`src/rtl/fb_rect_writer_pkg.sv`:
```
// rtl/fb_rect_writer_pkg.sv - shared frame-buffer sizes and rectangle-writer FSM encodings
package fb_rect_writer_pkg;

  localparam int unsigned FB_W_DEF        = 320;
  localparam int unsigned FB_H_DEF        = 240;
  localparam int unsigned DISP_ADDR_WIDTH = 17;

  typedef enum logic [1:0] {
    ST_IDLE  = 2'd0,
    ST_SETUP = 2'd1,
    ST_FILL  = 2'd2,
    ST_DONE  = 2'd3
  } state_e;

endpackage

```
`src/rtl/fb_rect_writer_if.sv`:
```
// rtl/fb_rect_writer_if.sv - rectangle command handshake and frame-buffer write port bundle
interface fb_rect_if #(
  parameter int unsigned ADDR_W = 17
);
  logic              cmd_valid;
  logic              cmd_ready;
  logic [8:0]        cmd_x;
  logic [7:0]        cmd_y;
  logic [8:0]        cmd_w;
  logic [7:0]        cmd_h;
  logic [11:0]       cmd_color;
  logic [ADDR_W-1:0] fb_write_addr;
  logic [11:0]       fb_write_data;
  logic              fb_write_en;
  logic              busy;
  logic              done;
  logic              cmd_err;

  // Command source / frame-buffer observer side
  modport master (
    output cmd_valid, cmd_x, cmd_y, cmd_w, cmd_h, cmd_color,
    input  cmd_ready, fb_write_addr, fb_write_data, fb_write_en, busy, done, cmd_err
  );

  // Rectangle writer side
  modport slave (
    input  cmd_valid, cmd_x, cmd_y, cmd_w, cmd_h, cmd_color,
    output cmd_ready, fb_write_addr, fb_write_data, fb_write_en, busy, done, cmd_err
  );
endinterface

```
`src/rtl/fb_addr_cursor.sv`:
```
// rtl/fb_addr_cursor.sv - pixel cursor: column/row counters, row base address and last-pixel detect
module fb_addr_cursor #(
  parameter int unsigned FB_W   = 320,
  parameter int unsigned ADDR_W = 17
) (
  input  logic              clk,
  input  logic              reset_n,
  input  logic              load,
  input  logic              step,
  input  logic [8:0]        load_x,
  input  logic [7:0]        load_y,
  input  logic [8:0]        x0,
  input  logic [8:0]        w_eff,
  input  logic [7:0]        h_eff,
  output logic [ADDR_W-1:0] addr,
  output logic              last
);

  logic [8:0]        x_cur_q, x_cur_d;
  logic [8:0]        col_q, col_d;
  logic [7:0]        row_q, row_d;
  logic [ADDR_W-1:0] row_base_q, row_base_d;
  logic              end_of_row;

  assign end_of_row = (col_q == w_eff - 9'd1);
  assign last       = end_of_row && (row_q == h_eff - 8'd1);
  assign addr       = row_base_q + ADDR_W'(x_cur_q);

  // Next cursor position: load the top-left corner, or advance row-major
  always_comb begin
    x_cur_d    = x_cur_q;
    col_d      = col_q;
    row_d      = row_q;
    row_base_d = row_base_q;
    if (load) begin
      x_cur_d    = load_x;
      col_d      = 9'd0;
      row_d      = 8'd0;
      // y*320 as two shifts, no multiplier
      row_base_d = (ADDR_W'(load_y) << 8) + (ADDR_W'(load_y) << 6);
    end else if (step) begin
      if (end_of_row) begin
        x_cur_d    = x0;
        col_d      = 9'd0;
        row_d      = row_q + 8'd1;
        row_base_d = row_base_q + ADDR_W'(FB_W);
      end else begin
        x_cur_d = x_cur_q + 9'd1;
        col_d   = col_q + 9'd1;
      end
    end
  end

  // Cursor state registers
  always_ff @(posedge clk or negedge reset_n) begin
    if (!reset_n) begin
      x_cur_q    <= '0;
      col_q      <= '0;
      row_q      <= '0;
      row_base_q <= '0;
    end else begin
      x_cur_q    <= x_cur_d;
      col_q      <= col_d;
      row_q      <= row_d;
      row_base_q <= row_base_d;
    end
  end

endmodule

```
`src/rtl/fb_rect_writer.sv`:
```
// rtl/fb_rect_writer.sv - rectangle-fill command engine for the 320x240 RGB444 frame buffer write port
// Optional clipping of partially off-screen rectangles: define FB_RECT_CLIP_EN.
module fb_rect_writer
  import fb_rect_writer_pkg::*;
#(
  parameter int unsigned FB_W   = FB_W_DEF,
  parameter int unsigned FB_H   = FB_H_DEF,
  parameter int unsigned ADDR_W = DISP_ADDR_WIDTH
) (
  input  logic    clk,
  input  logic    reset_n,
  fb_rect_if.slave bus
);

  state_e            state_q;
  logic [8:0]        x0_q, w_q;
  logic [7:0]        y_q, h_q;
  logic [11:0]       color_q;
  logic              cmd_ready_q, busy_q, we_q, done_q, err_q, last_issued_q;
  logic [ADDR_W-1:0] addr_q;
  logic [11:0]       data_q;

  logic [9:0]        x_end;
  logic [8:0]        y_end;
  logic              empty, x_over, y_over, reject;
  logic [8:0]        w_eff;
  logic [7:0]        h_eff;
  logic              accept, issue;
  logic [ADDR_W-1:0] cur_addr;
  logic              cur_last;

  // Extents are widened by one bit so x+w and y+h cannot overflow
  assign x_end  = {1'b0, x0_q} + {1'b0, w_q};
  assign y_end  = {1'b0, y_q} + {1'b0, h_q};
  assign empty  = (w_q == 9'd0) || (h_q == 8'd0) || (x0_q >= 9'(FB_W)) || (y_q >= 8'(FB_H));
  assign x_over = x_end > 10'(FB_W);
  assign y_over = y_end > 9'(FB_H);

`ifdef FB_RECT_CLIP_EN
  assign w_eff  = x_over ? (9'(FB_W) - x0_q) : w_q;
  assign h_eff  = y_over ? (8'(FB_H) - y_q) : h_q;
  assign reject = 1'b0;
`else
  assign w_eff  = w_q;
  assign h_eff  = h_q;
  assign reject = !empty && (x_over || y_over);
`endif

  assign accept = bus.cmd_valid && cmd_ready_q;
  // A pixel is handed to the write port on every SETUP->FILL edge and on each FILL edge until the last one
  assign issue  = ((state_q == ST_SETUP) && !empty && !reject) ||
                  ((state_q == ST_FILL) && !last_issued_q);

  fb_addr_cursor #(
    .FB_W   (FB_W),
    .ADDR_W (ADDR_W)
  ) u_cursor (
    .clk     (clk),
    .reset_n (reset_n),
    .load    (accept),
    .step    (issue),
    .load_x  (bus.cmd_x),
    .load_y  (bus.cmd_y),
    .x0      (x0_q),
    .w_eff   (w_eff),
    .h_eff   (h_eff),
    .addr    (cur_addr),
    .last    (cur_last)
  );

  // Command FSM with command latch and registered handshake/write outputs
  always_ff @(posedge clk or negedge reset_n) begin
    if (!reset_n) begin
      state_q       <= ST_IDLE;
      x0_q          <= '0;
      y_q           <= '0;
      w_q           <= '0;
      h_q           <= '0;
      color_q       <= '0;
      cmd_ready_q   <= 1'b1;
      busy_q        <= 1'b0;
      we_q          <= 1'b0;
      addr_q        <= '0;
      data_q        <= '0;
      done_q        <= 1'b0;
      err_q         <= 1'b0;
      last_issued_q <= 1'b0;
    end else begin
      done_q <= 1'b0;
      err_q  <= 1'b0;
      case (state_q)
        ST_IDLE: begin
          if (accept) begin
            x0_q        <= bus.cmd_x;
            y_q         <= bus.cmd_y;
            w_q         <= bus.cmd_w;
            h_q         <= bus.cmd_h;
            color_q     <= bus.cmd_color;
            cmd_ready_q <= 1'b0;
            busy_q      <= 1'b1;
            state_q     <= ST_SETUP;
          end
        end
        ST_SETUP: begin
          if (empty || reject) begin
            done_q  <= 1'b1;
            err_q   <= reject;
            state_q <= ST_DONE;
          end else begin
            we_q          <= 1'b1;
            addr_q        <= cur_addr;
            data_q        <= color_q;
            last_issued_q <= cur_last;
            state_q       <= ST_FILL;
          end
        end
        ST_FILL: begin
          if (last_issued_q) begin
            we_q    <= 1'b0;
            done_q  <= 1'b1;
            state_q <= ST_DONE;
          end else begin
            addr_q        <= cur_addr;
            last_issued_q <= cur_last;
          end
        end
        ST_DONE: begin
          cmd_ready_q <= 1'b1;
          busy_q      <= 1'b0;
          state_q     <= ST_IDLE;
        end
        default: state_q <= ST_IDLE;
      endcase
    end
  end

  assign bus.cmd_ready     = cmd_ready_q;
  assign bus.busy          = busy_q;
  assign bus.fb_write_en   = we_q;
  assign bus.fb_write_addr = addr_q;
  assign bus.fb_write_data = data_q;
  assign bus.done          = done_q;
  assign bus.cmd_err       = err_q;

endmodule
```
`src/flat_wrapper.sv`:
```
// flat-port wrapper written by rule: the top's interface ports become plain ports
module fb_rect_writer_flat import fb_rect_writer_pkg::*;
#(
  parameter int unsigned FB_W   = FB_W_DEF,
  parameter int unsigned FB_H   = FB_H_DEF,
  parameter int unsigned ADDR_W = DISP_ADDR_WIDTH
)
  (clk, reset_n, bus_cmd_valid, bus_cmd_x, bus_cmd_y, bus_cmd_w, bus_cmd_h, bus_cmd_color, bus_cmd_ready, bus_fb_write_addr, bus_fb_write_data, bus_fb_write_en, bus_busy, bus_done, bus_cmd_err);
  fb_rect_if #(.ADDR_W(ADDR_W)) bus_i ();
  input  logic clk;
  input  logic reset_n;
  input wire logic [$bits(bus_i.cmd_valid)-1:0] bus_cmd_valid;
  input wire logic [$bits(bus_i.cmd_x)-1:0] bus_cmd_x;
  input wire logic [$bits(bus_i.cmd_y)-1:0] bus_cmd_y;
  input wire logic [$bits(bus_i.cmd_w)-1:0] bus_cmd_w;
  input wire logic [$bits(bus_i.cmd_h)-1:0] bus_cmd_h;
  input wire logic [$bits(bus_i.cmd_color)-1:0] bus_cmd_color;
  output wire logic [$bits(bus_i.cmd_ready)-1:0] bus_cmd_ready;
  output wire logic [$bits(bus_i.fb_write_addr)-1:0] bus_fb_write_addr;
  output wire logic [$bits(bus_i.fb_write_data)-1:0] bus_fb_write_data;
  output wire logic [$bits(bus_i.fb_write_en)-1:0] bus_fb_write_en;
  output wire logic [$bits(bus_i.busy)-1:0] bus_busy;
  output wire logic [$bits(bus_i.done)-1:0] bus_done;
  output wire logic [$bits(bus_i.cmd_err)-1:0] bus_cmd_err;
  assign bus_i.cmd_valid = bus_cmd_valid;
  assign bus_i.cmd_x = bus_cmd_x;
  assign bus_i.cmd_y = bus_cmd_y;
  assign bus_i.cmd_w = bus_cmd_w;
  assign bus_i.cmd_h = bus_cmd_h;
  assign bus_i.cmd_color = bus_cmd_color;
  assign bus_cmd_ready = bus_i.cmd_ready;
  assign bus_fb_write_addr = bus_i.fb_write_addr;
  assign bus_fb_write_data = bus_i.fb_write_data;
  assign bus_fb_write_en = bus_i.fb_write_en;
  assign bus_busy = bus_i.busy;
  assign bus_done = bus_i.done;
  assign bus_cmd_err = bus_i.cmd_err;
  fb_rect_writer #(.FB_W(FB_W), .FB_H(FB_H), .ADDR_W(ADDR_W)) u_core (.clk(clk), .reset_n(reset_n), .bus(bus_i));
endmodule
```
`config.mk`:
```
export PLATFORM = sky130hd
export DESIGN_NAME = fb_rect_writer_flat
export DESIGN_NICKNAME = d
export VERILOG_FILES = /design/src/rtl/fb_rect_writer_pkg.sv /design/src/rtl/fb_rect_writer_if.sv /design/src/rtl/fb_addr_cursor.sv /design/src/rtl/fb_rect_writer.sv /design/src/flat_wrapper.sv
export SDC_FILE = /design/constraint.sdc
export NUM_CORES = 1
export LEC_CHECK = 0
export BUFFER_PORTS_ARGS = -buffer_cell sky130_fd_sc_hd__buf_2
export CAP_MARGIN = 20
export CORE_MARGIN = 1
export CORE_UTILIZATION = 25
export CTS_CLUSTER_SIZE = 10
export DETAILED_ROUTE_END_ITERATION = 7
export GPL_TIMING_DRIVEN = 0
export PLACE_DENSITY = 0.51
export SYNTH_ARGS = -nofsm -noshare
export SYNTH_HDL_FRONTEND = slang
export SYNTH_SLANG_ARGS = --single-unit
```
`constraint.sdc`:
```
create_clock -name clk -period 3.7 [get_ports clk]
set_input_delay 1.11 -clock clk [delete_from_list [all_inputs] [get_ports clk]]
set_output_delay 1.11 -clock clk [all_outputs]
set_load 0.005 [all_outputs]
```
Yosys cells after proc, flatten, opt, wreduce, memory -nomap -nowiden
Index checks and enable logic that the tools add are counted.
{"block": "totals", "reg_bits": 126, "latch_bits": 0, "ram_bits": 0, "romBits": 0, "wordCells": 106, "memories": 0}
{"block": "classes", "addsub": 10, "n_mul": 0, "div_mod_pow": 0, "n_lt_le_gt_ge": 4, "n_eq_ne": 9, "shift": 0, "muxes": 34, "bitwise": 1, "reduce_logical": 30}
{"operator": "17-bit 2-to-1 mux", "count": 5}
{"operator": "9-bit 2-to-1 mux", "count": 6}
{"operator": "17-bit one-hot mux with 2 select lines", "count": 1}
{"operator": "8-bit 2-to-1 mux", "count": 3}
{"operator": "9-bit by 1-bit adder with 9-bit output (second input constant)", "count": 2}
{"operator": "16-bit by 14-bit adder with 17-bit output", "count": 1}
{"operator": "17-bit by 9-bit adder with 17-bit output", "count": 1}
{"operator": "17-bit by 9-bit adder with 17-bit output (second input constant)", "count": 1}
{"operator": "2-bit AND reduction", "count": 6}
{"operator": "1-bit 2-to-1 mux", "count": 11}
{"operator": "9-bit by 9-bit adder with 10-bit output", "count": 1}
{"operator": "10-bit by 9-bit greater-than comparator with 1-bit output (second input constant)", "count": 1}
{"operator": "1-bit one-hot mux with 2 select lines", "count": 5}
{"operator": "8-bit by 8-bit adder with 9-bit output", "count": 1}
{"operator": "9-bit == test", "count": 1}
{"operator": "9-bit >= comparator (second input constant)", "count": 1}
{"operator": "9-bit by 8-bit greater-than comparator with 1-bit output (second input constant)", "count": 1}
{"operator": "9-bit zero test", "count": 1}
{"operator": "9-bit by 1-bit subtractor with 9-bit output (second input constant)", "count": 1}
{"operator": "8-bit by 1-bit adder with 8-bit output (second input constant)", "count": 1}
{"operator": "8-bit == test", "count": 1}
{"operator": "8-bit >= comparator (second input constant)", "count": 1}
{"operator": "8-bit zero test", "count": 1}
{"operator": "2-bit one-hot mux with 4 select lines", "count": 1}
{"operator": "other kinds (13)", "count": 33}

Logic depth before layout (Yosys ltp)
Gate-level depths: netlist of run 1.
{"block": "logic_depth", "word_depth": 11, "mapped_depth": 13, "depth_no_buf": 11}

By module
Synthesis of run 1 repeated with hierarchy kept, for this count alone.
{"block": "hier_totals", "hier_cells": 696, "hier_area_um2": 7288.2}
{"module": "fb_rect_writer", "instances": 1, "cells_per_inst": 304, "area_per_inst_um2": 4053.9}
{"module": "fb_addr_cursor", "instances": 1, "cells_per_inst": 392, "area_per_inst_um2": 3234.4}

Worst setup path before layout of run 1
No wires, ideal clock.
{"block": "synth_path", "path_kind": "flip-flop to flip-flop", "from": "register u_core.w_q[0] (netlist: u_core.w_eff[0])", "to": "register u_core.addr_q[10] (netlist: u_core.bus.fb_write_addr[10])", "t_arrival_ns": 3.100, "path_slack_ns": 0.475, "path_stages_with_launch": 13, "path_cell_list": "dfrtp_1 ha_1 inv_1 fa_1 nand2b_1 a211oi_1 o21ai_0 and3_1 o22ai_1 nand2_1 a21oi_2 buf_2 mux2_2"}
{"block": "synth_between", "elab_chain_cells": 9, "word_cells_on_any_way": 12, "classes_between": "1 x add/sub; 1 x order compare; 1 x eq/ne; 9 x reduce/logical"}
{"item": "from (decl)", "line": "fb_rect_writer.sv:16", "rtl": "logic [8:0] x0_q, w_q;"}
{"item": "from (signal assigned)", "line": "fb_rect_writer.sv:96", "rtl": "w_q <= bus.cmd_w;"}
{"item": "branches (longest 6 deep; another with 9-bit by 9-bit adder with 10-bit output)"}
{"item": "1-bit logical OR (*)", "line": "fb_rect_writer.sv:105", "rtl": "if (empty || reject) begin"}
{"item": "2-bit != test (no line) (*)"}
{"item": "3-bit AND reduction (no line) (*)"}
{"item": "to (signal assigned)", "line": "fb_rect_writer.sv:111", "rtl": "addr_q <= cur_addr;"}
{"item": "to (signal assigned)", "line": "fb_rect_writer.sv:123", "rtl": "addr_q <= cur_addr;"}
{"item": "to (decl)", "line": "fb_rect_writer.sv:20", "rtl": "logic [ADDR_W-1:0] addr_q;"}
Mark *: on every way between the ends.
A chain may end at the register's enable or synchronous reset.

Worst setup path after layout of run 1
{"block": "layout_path", "from": "register u_core.w_q[1] (netlist: u_core.w_eff[1])", "to": "register u_core.last_issued_q"}
{"block": "layout_between", "elab_chain_cells": 9, "word_cells_on_any_way": 18, "classes_between": "2 x add/sub; 1 x order compare; 2 x eq/ne; 3 x mux; 10 x reduce/logical"}
{"item": "branches (longest 9 deep; another with 9-bit by 9-bit adder with 10-bit output)"}
{"item": "to (signal assigned)", "line": "fb_rect_writer.sv:113", "rtl": "last_issued_q <= cur_last;"}
{"item": "to (signal assigned)", "line": "fb_rect_writer.sv:124", "rtl": "last_issued_q <= cur_last;"}
{"item": "to (decl)", "line": "fb_rect_writer.sv:19", "rtl": "logic cmd_ready_q, busy_q, we_q, done_q, err_q, last_issued_q;"}
Parallel ways; which one is timed is not known. The select of a mux whose other input is x is not followed.

==> impl_results.md, run 1 <==
* Hold Buf Count CTS at 0
* Yosys warnings at 0
* Die X at 170 um
* GRT Util Overall at 0.136
* Clock skew at 0.0144 ns
* Commonest non-fill, non-tap cell in the layout: dfrtp_1
* Top cell type by total area after synthesis: dfrtp_1
* Net count after synthesis at 772
* GP Congestion at 0.796
* Syn_area_per_cell at approximately 10 um^2
* Unrepaired setup endpoints after global routing: no
* Ys flop type: dfrtp_1
* # rows at 61
* Max-cap violation count at 0
* EDFF count, synth at 0
* First-pass GRT wire length at 29.9 mm
* Antenna violations before repair at 1
* Status: complete, no violations
* 1st-iter DRT viols at approximately 280
* DRC at 0
* Crit Path Class: reg -> reg
* Drt total wl at 18.7 mm
* Final #Nets at between 800 and 900
* Grt peak-use layer: met2
* Hold Path Class: reg -> reg
* Vias at approximately 5.5k
* Int Pwr at 0.00485 W
* DR pass1 iterations at 5
* Clock share of power at 0.199
* Register area share after synthesis at 0.424
* I/O Pins at 83
* Worst path max stage delay at 0.49 ns
* Cell mode on critical path: clkbuf_1
* Slew @ Worst Pin at 0.811 ns
* Crit path buf inv count at 3
* Critical path startpoint category: flop
* Dpl cells at 1,143
* Critical Path Slowest Stage Cell: clkbuf_1
* GR Layer Usage met2 at 0.218
* Clk Latency, worst-skew pair at around 0.42 ns
* Vias in the first global route at 5,458
* H-tree Lvls at 4
* Combinational Power Share at 0.493
* Most frequent cells in the layout: dfrtp_1, buf_2, mux2_2, nand2_1, o21ai_0
* Antenna cells at 0
* Detailed Place HPWL at 14.1 mm
* Endpoints failing hold at 0
* Final setup margin at 0.201 ns
* DIE AREA at around 29,000 um^2
* Async set-reset flop share out of synthesis at 1.00
* Antenna Nets Post-Route at 0
* Vias per cell at 4.67
* Cells taking the most area after synthesis: dfrtp_1, mux2_2, ha_1, xnor2_1, o21ai_0
* Share of the synthesized area in the top cell type at 0.421
* F_max at 286 MHz
* Crit share post-route at 0.946
* Largest net degree at the start of global routing at 80
* Layout cells sized above 1 at 0.282
* Final Non-Filler Cells at 1,177
* Reg clk slew, reported paths at 0.06 ns
* Crit Path Max Fanout at 10
* Worst vdd ir at 0.355 mV
* Switching pwr at 0.00336 W
* Fill cell count at 2,887
* Max_slew headroom at 0.459
* Leakage at 3.76 nW
* Library cells used by synthesis at 59
* # setup viols final at 0
* IO buf count at 82
* DIE HEIGHT at 170 um
* WP data arrival at roughly 3.9 ns
* Worst Setup End Kind: flop
* Power density cells at 949 nW/um^2
* WP data required at 4.06 ns
* Core Region at 27,900 um^2
* Synth Instances at 682
* Placed cell area at 8000 um^2
* Max Buffers Root-to-Sink at 2
* Sw Ratio at 0.409
* CP top delay family: simple AND/OR/NAND/NOR gates
* Overflow after GRT at 0
* Root Driver: clkbuf_16
* Design area at about 8700 um^2
* Final slew viol count at 0
* Syn-to-layout area delta at 22.2%
* Reg power frac at 0.307
* Post-synthesis cell area at just over 7000 um^2
* Flops & latches, synth at 120
* Met1 Use GR at 0.176
* Worst slack at placement at -0.499 ns
* GR Layer Usage met3 at 0.0416
* Cts bufs inserted at 17
* Clk sinks at 120
* Starting density of the core at 0.254
* Worst path cell trace: inv_1 -> ha_1 -> clkbuf_1 -> o21ba_2 -> a221oi_1 -> a41oi_1 -> nor4_2 -> and3_1 -> clkbuf_1 -> nand3_1 -> o21ai_0 -> a211o_1
* Wire length per cell at between 15 and 20 um
* CTS tree: yes
* Final min period at 3.50 ns
-- Yosys cell counts (3+ instances only) --
cell type,instances
a211o_1,3
a211oi_1,7
a21o_1,11
a21oi_1,26
a31oi_1,10
and2_1,3
and3_1,9
buf_2,6
clkbuf_1,23
dfrtp_1,119
fa_1,3
ha_1,38
inv_1,22
mux2_2,81
mux2i_1,8
nand2_1,43
nand2b_1,8
nand3_1,26
nand3b_1,3
nand4_1,7
nor2_1,31
nor2b_1,4
nor3_1,11
nor4_1,3
o211ai_1,5
o21a_1,6
o21ai_0,41
o31ai_1,12
or3_1,11
or4_1,14
xnor2_1,30
xor2_1,23
-- routing by layer --
metal	up-vias	part of all wire	routed length [um]
met5	-	0	0
met4	0	0.0073	137
met3	12	0.058	1090
met2	113	0.47	8760
met1	2669	0.47	8760
li1	2699	-	-
-- per-stage QoR --
step | setup TNS [ns] | hold WS (ns) | total power (W) | util
2_1_floorplan | 0 | 0.454 | 0.00528 | -
3_3_place_gp | -38.53 | 0.483 | 0.00641 | 0.286
3_5_place_dp | -15.18 | 0.488 | 0.00644 | 0.287
4_1_cts | 0 | 0.500 | 0.00823 | 0.309
5_1_grt | 0 | 0.516 | 0.00890 | 0.311
6_report | 0 | 0.496 | 0.00821 | 0.311
-- layout make-up --
class	instances	area, um^2	area share
flip-flops and latches	120	3010	0.347
clock inverters	12	119	0.0137
clock buffers	20	467	0.0539
inverters	22	82.6	0.00954
plain buffers	30	123	0.0142
multi-input cells	510	3930	0.454
repair buffers	85	459	0.0531
well taps	378	473	0.0546
-- final timing paths --
kind                            slack, ns                            to  cells after the start               start
worst max-delay path                 0.20          u_core.last_issued_q                     12     u_core.w_eff[1]
worst min-delay path                 0.50  u_core.bus.fb_write_data[10]                      1  u_core.color_q[10]
worst max register to register       0.20          u_core.last_issued_q                     12     u_core.w_eff[1]
worst min register to register       0.50  u_core.bus.fb_write_data[10]                      1  u_core.color_q[10]
max in group asynchronous            2.34               u_core.w_eff[0]                      2             reset_n
min in group asynchronous            0.60             u_core.color_q[2]                      1             reset_n
-- power groups by stage --
stage / sequential, W / clock [W] / combinational [W]
after floorplan: 0.00235 / 0 / 0.00293
after global placement: 0.00253 / 0 / 0.00387
after detailed placement: 0.00254 / 0 / 0.00389
after CTS: 0.00253 / 0.00168 / 0.00401
after global routing: 0.00262 / 0.00174 / 0.00454
final: 0.00252 / 0.00164 / 0.00405
-- worst register-to-register path, stage by stage, from the launching register on --
cell and delay (ns):
dfrtp_1 0.47, inv_1 0.12, ha_1 0.19, clkbuf_1 0.17
o21ba_2 0.24, a221oi_1 0.27, a41oi_1 0.08, nor4_2 0.35
and3_1 0.39, clkbuf_1 0.49, nand3_1 0.32, o21ai_0 0.23
a211o_1 0.11
-- timing repair --
action,CTS,global route
pin swaps,1,1
endpoints found under the setup margin,56,44
gates resized for setup,8,5
setup buffers,1,1
-- cells by family after synthesis --
logic type                 share of synthesized area
and+or+nand+nor                                0.138
AOI/OAI and AO/OA                              0.128
DFF                                            0.424
muxes                                          0.140
xor gates and xnor gates                      0.0656
buffers and inverters                         0.0286
adders and majority gates                     0.0756
-- sequential cells by signal, summed over array words and instances (netlist names), 2 cells and up --
| signal | cells |
|---|---|
| u_core.bus.fb_write_addr | 17 |
| u_core.x0_q | 9 |
| u_core.y_q | 8 |
| u_core.w_eff | 9 |
| u_core.u_cursor.row_base_q | 11 |
| u_core.h_eff | 8 |
| u_core.state_q | 2 |
| u_core.bus.fb_write_data | 12 |
| u_core.u_cursor.x_cur_q | 9 |
| u_core.u_cursor.row_q | 8 |
| u_core.color_q | 12 |
| u_core.u_cursor.col_q | 9 |
(Power assumes the default switching activity.)
==> inputs of run 2 (changes only) <==
Settings changed: BUFFER_PORTS_ARGS -buffer_cell sky130_fd_sc_hd__buf_2 to -buffer_cell sky130_fd_sc_hd__clkbuf_2, CORE_UTILIZATION 25 to 50, PLACE_DENSITY 0.51 to 0.8.
==> impl_results.md, run 2 (same netlist as run 1, synthesis figures left out) <==
* Status: complete, no violations
* Root Driver: clkbuf_16
* Max Buffers Root-to-Sink at 2 (unchanged)
* # rows at 43 (-30%)
* Crit share post-route at 0.958 (+0.0119)
* Worst path max stage delay at 0.50 ns (about the same)
* CP top delay family: compound AO/OA/AOI/OAI gates
* Final slew viol count at 0 (unchanged)
* Worst vdd ir at 0.523 mV (+47%)
* WP data required at 4.01 ns (-0.05 ns)
* H-tree Lvls at 4 (unchanged)
* Max-cap violation count at 0 (unchanged)
* Vias in the first global route at 5,790 (+6.1%)
* Antenna violations before repair at 0 (-1)
* Worst Setup End Kind: flop
* Commonest non-fill, non-tap cell in the layout: dfrtp_1
* Hold Path Class: in -> async
* GP Congestion at 0.887 (+11%)
* Clock skew at 0.00951 ns (-0.00490 ns)
* IO buf count at 82 (unchanged)
* Placed cell area at 7750 um^2 (-3.1%)
* Vias at 5,748 (+4.6%)
* DR pass1 iterations at 5 (unchanged)
* Final min period at 3.54 ns (+0.0440 ns)
* Crit path buf inv count at 2 (-1)
* Fill cell count at 1,121 (-61%)
* Final setup margin at 0.157 ns (-0.0440 ns)
* Largest net degree at the start of global routing at 113 (+41%)
* Crit Path Class: reg -> reg
* Starting density of the core at 0.512 (+0.258)
* Reg clk slew, reported paths at 0.06 ns (about the same)
* Critical Path Slowest Stage Cell: dfrtp_1
* Syn-to-layout area delta at 18.6%
* Design area at 8390 um^2 (-3.0%)
* GRT Util Overall at 0.250 (+0.114)
* Worst path cell trace: ha_1 -> inv_1 -> fa_1 -> nand2b_1 -> a211oi_1 -> o21ai_0 -> and3_1 -> o22ai_4 -> nand2_2 -> a21oi_4 -> buf_2 -> mux2_2
* Worst slack at placement at -0.283 ns (+0.217 ns)
* Critical path startpoint category: flop
* Vias per cell at 5.87 (+26%)
* Clk sinks at 120 (unchanged)
* Endpoints failing hold at 0 (unchanged)
* CTS tree: yes
* Power density cells at 977 nW/um^2 (+3.0%)
* Clk Latency, worst-skew pair at 0.43 ns (about the same)
* Layout cells sized above 1 at 0.285 (+0.00375)
* R2r startpoint: u_core.w_eff[0]
* F_max at 282 MHz (-1.2%)
* Largest register FFs at 17 (unchanged)
* Antenna cells at 0 (unchanged)
* Final #Nets at 876 (unchanged)
* Slew @ Worst Pin at 0.759 ns (-0.0522 ns)
* Detailed Place HPWL at 12.3 mm (-13%)
* Most frequent cells in the layout: dfrtp_1, clkbuf_2, mux2_2, nand2_1, o21ai_0
* # setup viols final at 0 (unchanged)
* Overflow after GRT at 0 (unchanged)
* Wire length per cell at 17.4 um (+9.5%)
* Leakage at 3.78 nW (+0.38%)
* Post-layout util at 0.607 (+0.296)
* DIE AREA at 14,600 um^2 (-50%)
* Die X at 121 um (-29%)
* First-pass GRT wire length at 28.3 mm (-5.3%)
* Core Region at 13,800 um^2 (-50%)
* I/O Pins at 83 (unchanged)
* Antenna Nets Post-Route at 0 (unchanged)
* Cts bufs inserted at 17 (unchanged)
* DIE HEIGHT at 121 um (-29%)
* Drt total wl at 17.1 mm (-8.9%)
* Max_slew headroom at 0.490 (+0.0303)
* CP startpoint: u_core.w_eff[0]
* 1st-iter DRT viols at 399 (+40%)
* DRC at 0 (unchanged)
* Crit Path Max Fanout at 10 (unchanged)
* WP data arrival at 3.85 ns (about the same)
## run 2: changes by cell type in the layout (fill, tap and decap cells not counted), sizes merged
cell	previous run	this run
clkinvlp	5	4
inv	24	28
buf	92	10
clkbuf	43	122
## run 2: worst paths after layout
kind,endpoint,slack [ns],cells past startpoint
max in group asynchronous,u_core.w_eff[5],2.45,2
worst max register to register,u_core.bus.fb_write_addr[3],0.16,12
worst min register to register,u_core.color_q[10],0.50,1
min in group clk,u_core.color_q[10],0.50,1
worst min-delay path,u_core.u_cursor.row_base_q[13],0.50,1
worst max-delay path,u_core.bus.fb_write_addr[3],0.16,12
## run 2: what timing repair did
item                                    CTS  global route
endpoints found under the setup margin   46            46
hold buffers                              0             0
setup buffers                             0             2
pin swaps                                 0             2
resized for setup                         8            11
## run 2: metrics by stage
| step | hold WS (ns) | setup TNS [ns] | instances | power (W) |
|---|---|---|---|---|
| after floorplan | 0.454 | 0 | 682 | 0.00528 |
| after global placement | 0.483 | -32.95 | 944 | 0.00623 |
| after detailed placement | 0.493 | -7.56 | 945 | 0.00636 |
| after CTS | 0.494 | 0 | 977 | 0.00807 |
| after global routing | 0.497 | -0.0138 | 979 | 0.00878 |
| final | 0.499 | 0 | 979 | 0.00820 |
## run 2: worst reg2reg max path, stage by stage (launching register included)
cell      delay, ns
dfrtp_1        0.50
ha_1           0.23
inv_1          0.06
fa_1           0.40
nand2b_1       0.21
a211oi_1       0.27
o21ai_0        0.16
and3_1         0.23
o22ai_4        0.27
nand2_2        0.24
a21oi_4        0.24
buf_2          0.27
mux2_2         0.36
## run 2: layout make-up
type / count / area [um^2] / share of cell area
Inverter: 22 / 82.6 / 0.00984
Sequential cell: 120 / 3000 / 0.358
Timing Repair Buffer: 85 / 462 / 0.0550
Buffer: 30 / 126 / 0.0151
Multi-Input combinational cell: 510 / 3930 / 0.468
Tap cell: 180 / 225 / 0.0268
Clock buffer: 17 / 425 / 0.0507
Clock inverter: 15 / 140 / 0.0167
## run 2: metal layers
| metal | global-route usage | vias up | wire [um] |
|---|---|---|---|
| met5 | 0 | - | 0 |
| met4 | 0.0965 | 0 | 345 |
| met3 | 0.0710 | 31 | 1210 |
| met2 | 0.407 | 211 | 8330 |
| met1 | 0.313 | 2805 | 7190 |
| li1 | - | 2701 | - |
## run 2: power breakdown
| part | total [W] | switching [W] | internal, W |
|---|---|---|---|
| registers | 0.00254 | 0.000622 | 0.00192 |
| logic | 0.00408 | 0.00211 | 0.00197 |
| clock network | 0.00158 | 0.000649 | 0.000932 |
| total | 0.00820 | 0.00338 | 0.00482 |
==> inputs of run 3 (changes only) <==
Settings changed: ABC_AREA set to 1.
==> impl_results.md, run 3 <==
* Crit Path Class: in -> reg
* # rows at 44 (+2.3%)
* Ys flop type: dfrtp_1
* Max_slew headroom at 0.366 (-0.123)
* Flops & latches, synth at 120 (unchanged)
* Clock skew at 0.00989 ns (+0.000386 ns)
* Status: finished, violations left
* Largest net degree at the start of global routing at 87 (-23%)
* DRC at 10 (+10)
* Reg2reg setup slack at 0.89 ns (+0.73 ns)
* Net count after synthesis at 1,152 (+49%)
* Yosys warnings at 0 (unchanged)
* Power density cells at 946 nW/um^2 (-3.2%)
* Most common cell in the synthesized netlist: nand2_1
* First-pass GRT wire length at 31.6 mm (+11%)
* Clk sinks at 120 (unchanged)
* DIE HEIGHT at 125 um (+3.4%)
* Failing checks: DRC
* Unrepaired setup endpoints after global routing: no
* Antenna Nets Post-Route at 0 (unchanged)
* Final slew viol count at 0 (unchanged)
* Cts bufs inserted at 17 (unchanged)
* Detailed Place HPWL at 14.0 mm (+14%)
* Cell mode on critical path: nand2_1
* Syn_area_per_cell at 7.14 um^2 (-31%)
* DIE AREA at 15,700 um^2 (+7.0%)
* R2r startpoint: u_core.w_eff[0]
* Register area share after synthesis at 0.396 (-0.0281)
* Reg-to-reg endpoint: u_core.u_cursor.row_q[5]
* Reg clk slew, reported paths at 0.07 ns (about the same)
* Commonest non-fill, non-tap cell in the layout: nand2_1
* Hold path start: u_core.bus.fb_write_addr[2]
* Cell depth of the worst flop-to-flop path at 17 (+5)
* Most frequent cells in the layout: nand2_1, dfrtp_1, inv_1, nand3_1, clkbuf_2
* GRT Util Overall at 0.252 (+0.00286)
* Crit Path Max Fanout at 10 (unchanged)
* Antenna violations before repair at 0 (unchanged)
* Post-layout util at 0.605 (-0.00217)
* 1st-iter DRT viols at 584 (+46%)
* Largest register FFs at 17 (unchanged)
* Clk Latency, worst-skew pair at 0.43 ns (about the same)
* Syn-to-layout area delta at 16.8%
* F_max at 346 MHz (+22%)
* Hold Path Class: reg -> reg
* Setup TNS at 0 ns (unchanged)
* Vias per cell at 5.23 (-11%)
* WP data required at 4.02 ns (about the same)
* Max Buffers Root-to-Sink at 2 (unchanged)
* Final Non-Filler Cells at 1,361 (+39%)
* Hold Path Depth at 2
* Crit share post-route at 0.782 (-0.175)
* Antenna cells at 0 (unchanged)
* I/O Pins at 83 (unchanged)
* Hold Path End: u_core.bus.fb_write_addr[2]
* # setup viols final at 0 (unchanged)
* Share of the synthesized area in the top cell type at 0.393 (-0.0279)
* Root Driver: clkbuf_16
* WP data arrival at 3.21 ns (-0.64 ns)
* Dpl cells at 1,329 (+41%)
* Endpoints failing hold at 0 (unchanged)
* Synth top cells by count: nand2_1, dfrtp_1, inv_1, nand3_1, nor2_1
* Worst path max stage delay at 0.76 ns (+0.26 ns)
* Vias in the first global route at 6,732 (+16%)
* Library cells used by synthesis at 41 (-31%)
* Critical Path Slowest Stage Cell: nor2_1
* Final #Nets at 1,254 (+43%)
* Worst vdd ir at 0.484 mV (-7.4%)
* Layout cells sized above 1 at 0.124 (-0.161)
* Vias at 7,122 (+24%)
* Hold slack at 0.468 ns (-0.0312 ns)
* Starting density of the core at 0.518 (+0.00578)
* # Post-CTS Setup Buffers at 0 (unchanged)
* Drt total wl at 18.8 mm (+9.9%)
* Max-cap violation count at 0 (unchanged)
* Core Region at 14,600 um^2 (+5.9%)
* Leakage at 4.88 nW (+29%)
* DR pass1 iterations at 8 (+3)
* Final min period at 2.89 ns (-0.649 ns)
* Overflow after GRT at 0 (unchanged)
* IO buf count at 82 (unchanged)
* EDFF count, synth at 0 (unchanged)
* CTS tree: yes
* Post-synthesis cell area at 7580 um^2 (+7.1%)
* Slew @ Worst Pin at 0.947 ns (+0.188 ns)
* Worst Setup End Kind: flop
* Cells taking the most area after synthesis: dfrtp_1, nand2_1, ha_1, nand3_1, inv_1
* Synth Instances at 1,062 (+56%)
* Post-CTS resize count at 0 (-8)
* Worst path cell trace: clkbuf_2 -> nand2_1 -> nor2_1 -> inv_1 -> clkbuf_1 -> clkbuf_1 -> nand2_1 -> nand2_1
* Top cell type by total area after synthesis: dfrtp_1
* Wire length per cell at 13.8 um (-21%)
* Hold Buf Count CTS at 0 (unchanged)
* H-tree Lvls at 4 (unchanged)
* Async set-reset flop share out of synthesis at 1.00 (unchanged)
* Die X at 125 um (+3.4%)
* GP Congestion at 0.914 (+3.1%)
* Critical path startpoint category: input port
==> run 3: final cells by class <==
cell class	count	area, um^2
fillers	1349	5790
repair buffers	83	447
inverters	111	417
flip-flops and latches	120	3000
clock buffers	17	425
clock inverters	15	173
plain buffers	30	151
well taps	184	230
multi-input cells	801	4010
==> run 3: layer usage <==
metal	share of wire	global-route usage	wire [um]	vias up
li1	-	-	-	3573
met1	0.44	0.324	8260	3317
met2	0.48	0.416	8940	194
met3	0.059	0.0612	1100	38
met4	0.024	0.0897	456	0
met5	0	0	0	-
==> run 3: worst max-delay path by stage <==
stage               startpoint                             end  slack (ns)  cells past startpoint
2_1_floorplan     bus_cmd_y[0]  u_core.u_cursor.row_base_q[14]        1.02                     14
3_3_place_gp           reset_n               u_core.color_q[6]       -0.37                      1
3_5_place_dp     bus_cmd_valid              u_core.color_q[10]        0.42                      8
4_1_cts          bus_cmd_valid               u_core.color_q[3]        0.85                      8
5_1_grt        u_core.w_eff[0]  u_core.u_cursor.row_base_q[10]        0.65                     17
6_report         bus_cmd_valid               u_core.color_q[3]        0.81                      8
==> run 3: report_power, final <==
part / switching [W] / internal [W] / total [W]
Sequential: 0.000574 / 0.00190 / 0.00247
Combinational: 0.00263 / 0.00160 / 0.00423
Clock: 0.000715 / 0.000966 / 0.00168
Total: 0.00392 / 0.00446 / 0.00838
==> run 3: stage by stage <==
stage / setup WS (ns) / cell area, um^2 / total power [W]
3_3_place_gp: -0.372 / 8220 / 0.00652
5_1_grt: 0.645 / 8860 / 0.00918
2_1_floorplan: 1.02 / 7580 / 0.00555
3_5_place_dp: 0.422 / 8260 / 0.00667
4_1_cts: 0.848 / 8860 / 0.00840
6_report: 0.806 / 8860 / 0.00838
==> run 3: critical path: cells and delay by family <==
| family | cells | cell delay (ns) |
|---|---|---|
| buf+inv | 4 | 1.01 |
| simple gates | 4 | 1.10 |
==> run 3: kinds of logic after synthesis <==
family          after synthesis  share of synthesized area
compound gates               86                     0.0620
xor+xnor                     37                     0.0447
flops                       120                      0.396
simple gates                636                      0.350
fa+ha+maj                    41                     0.0706
mux                           1                    0.00132
buf+inv                     141                     0.0749
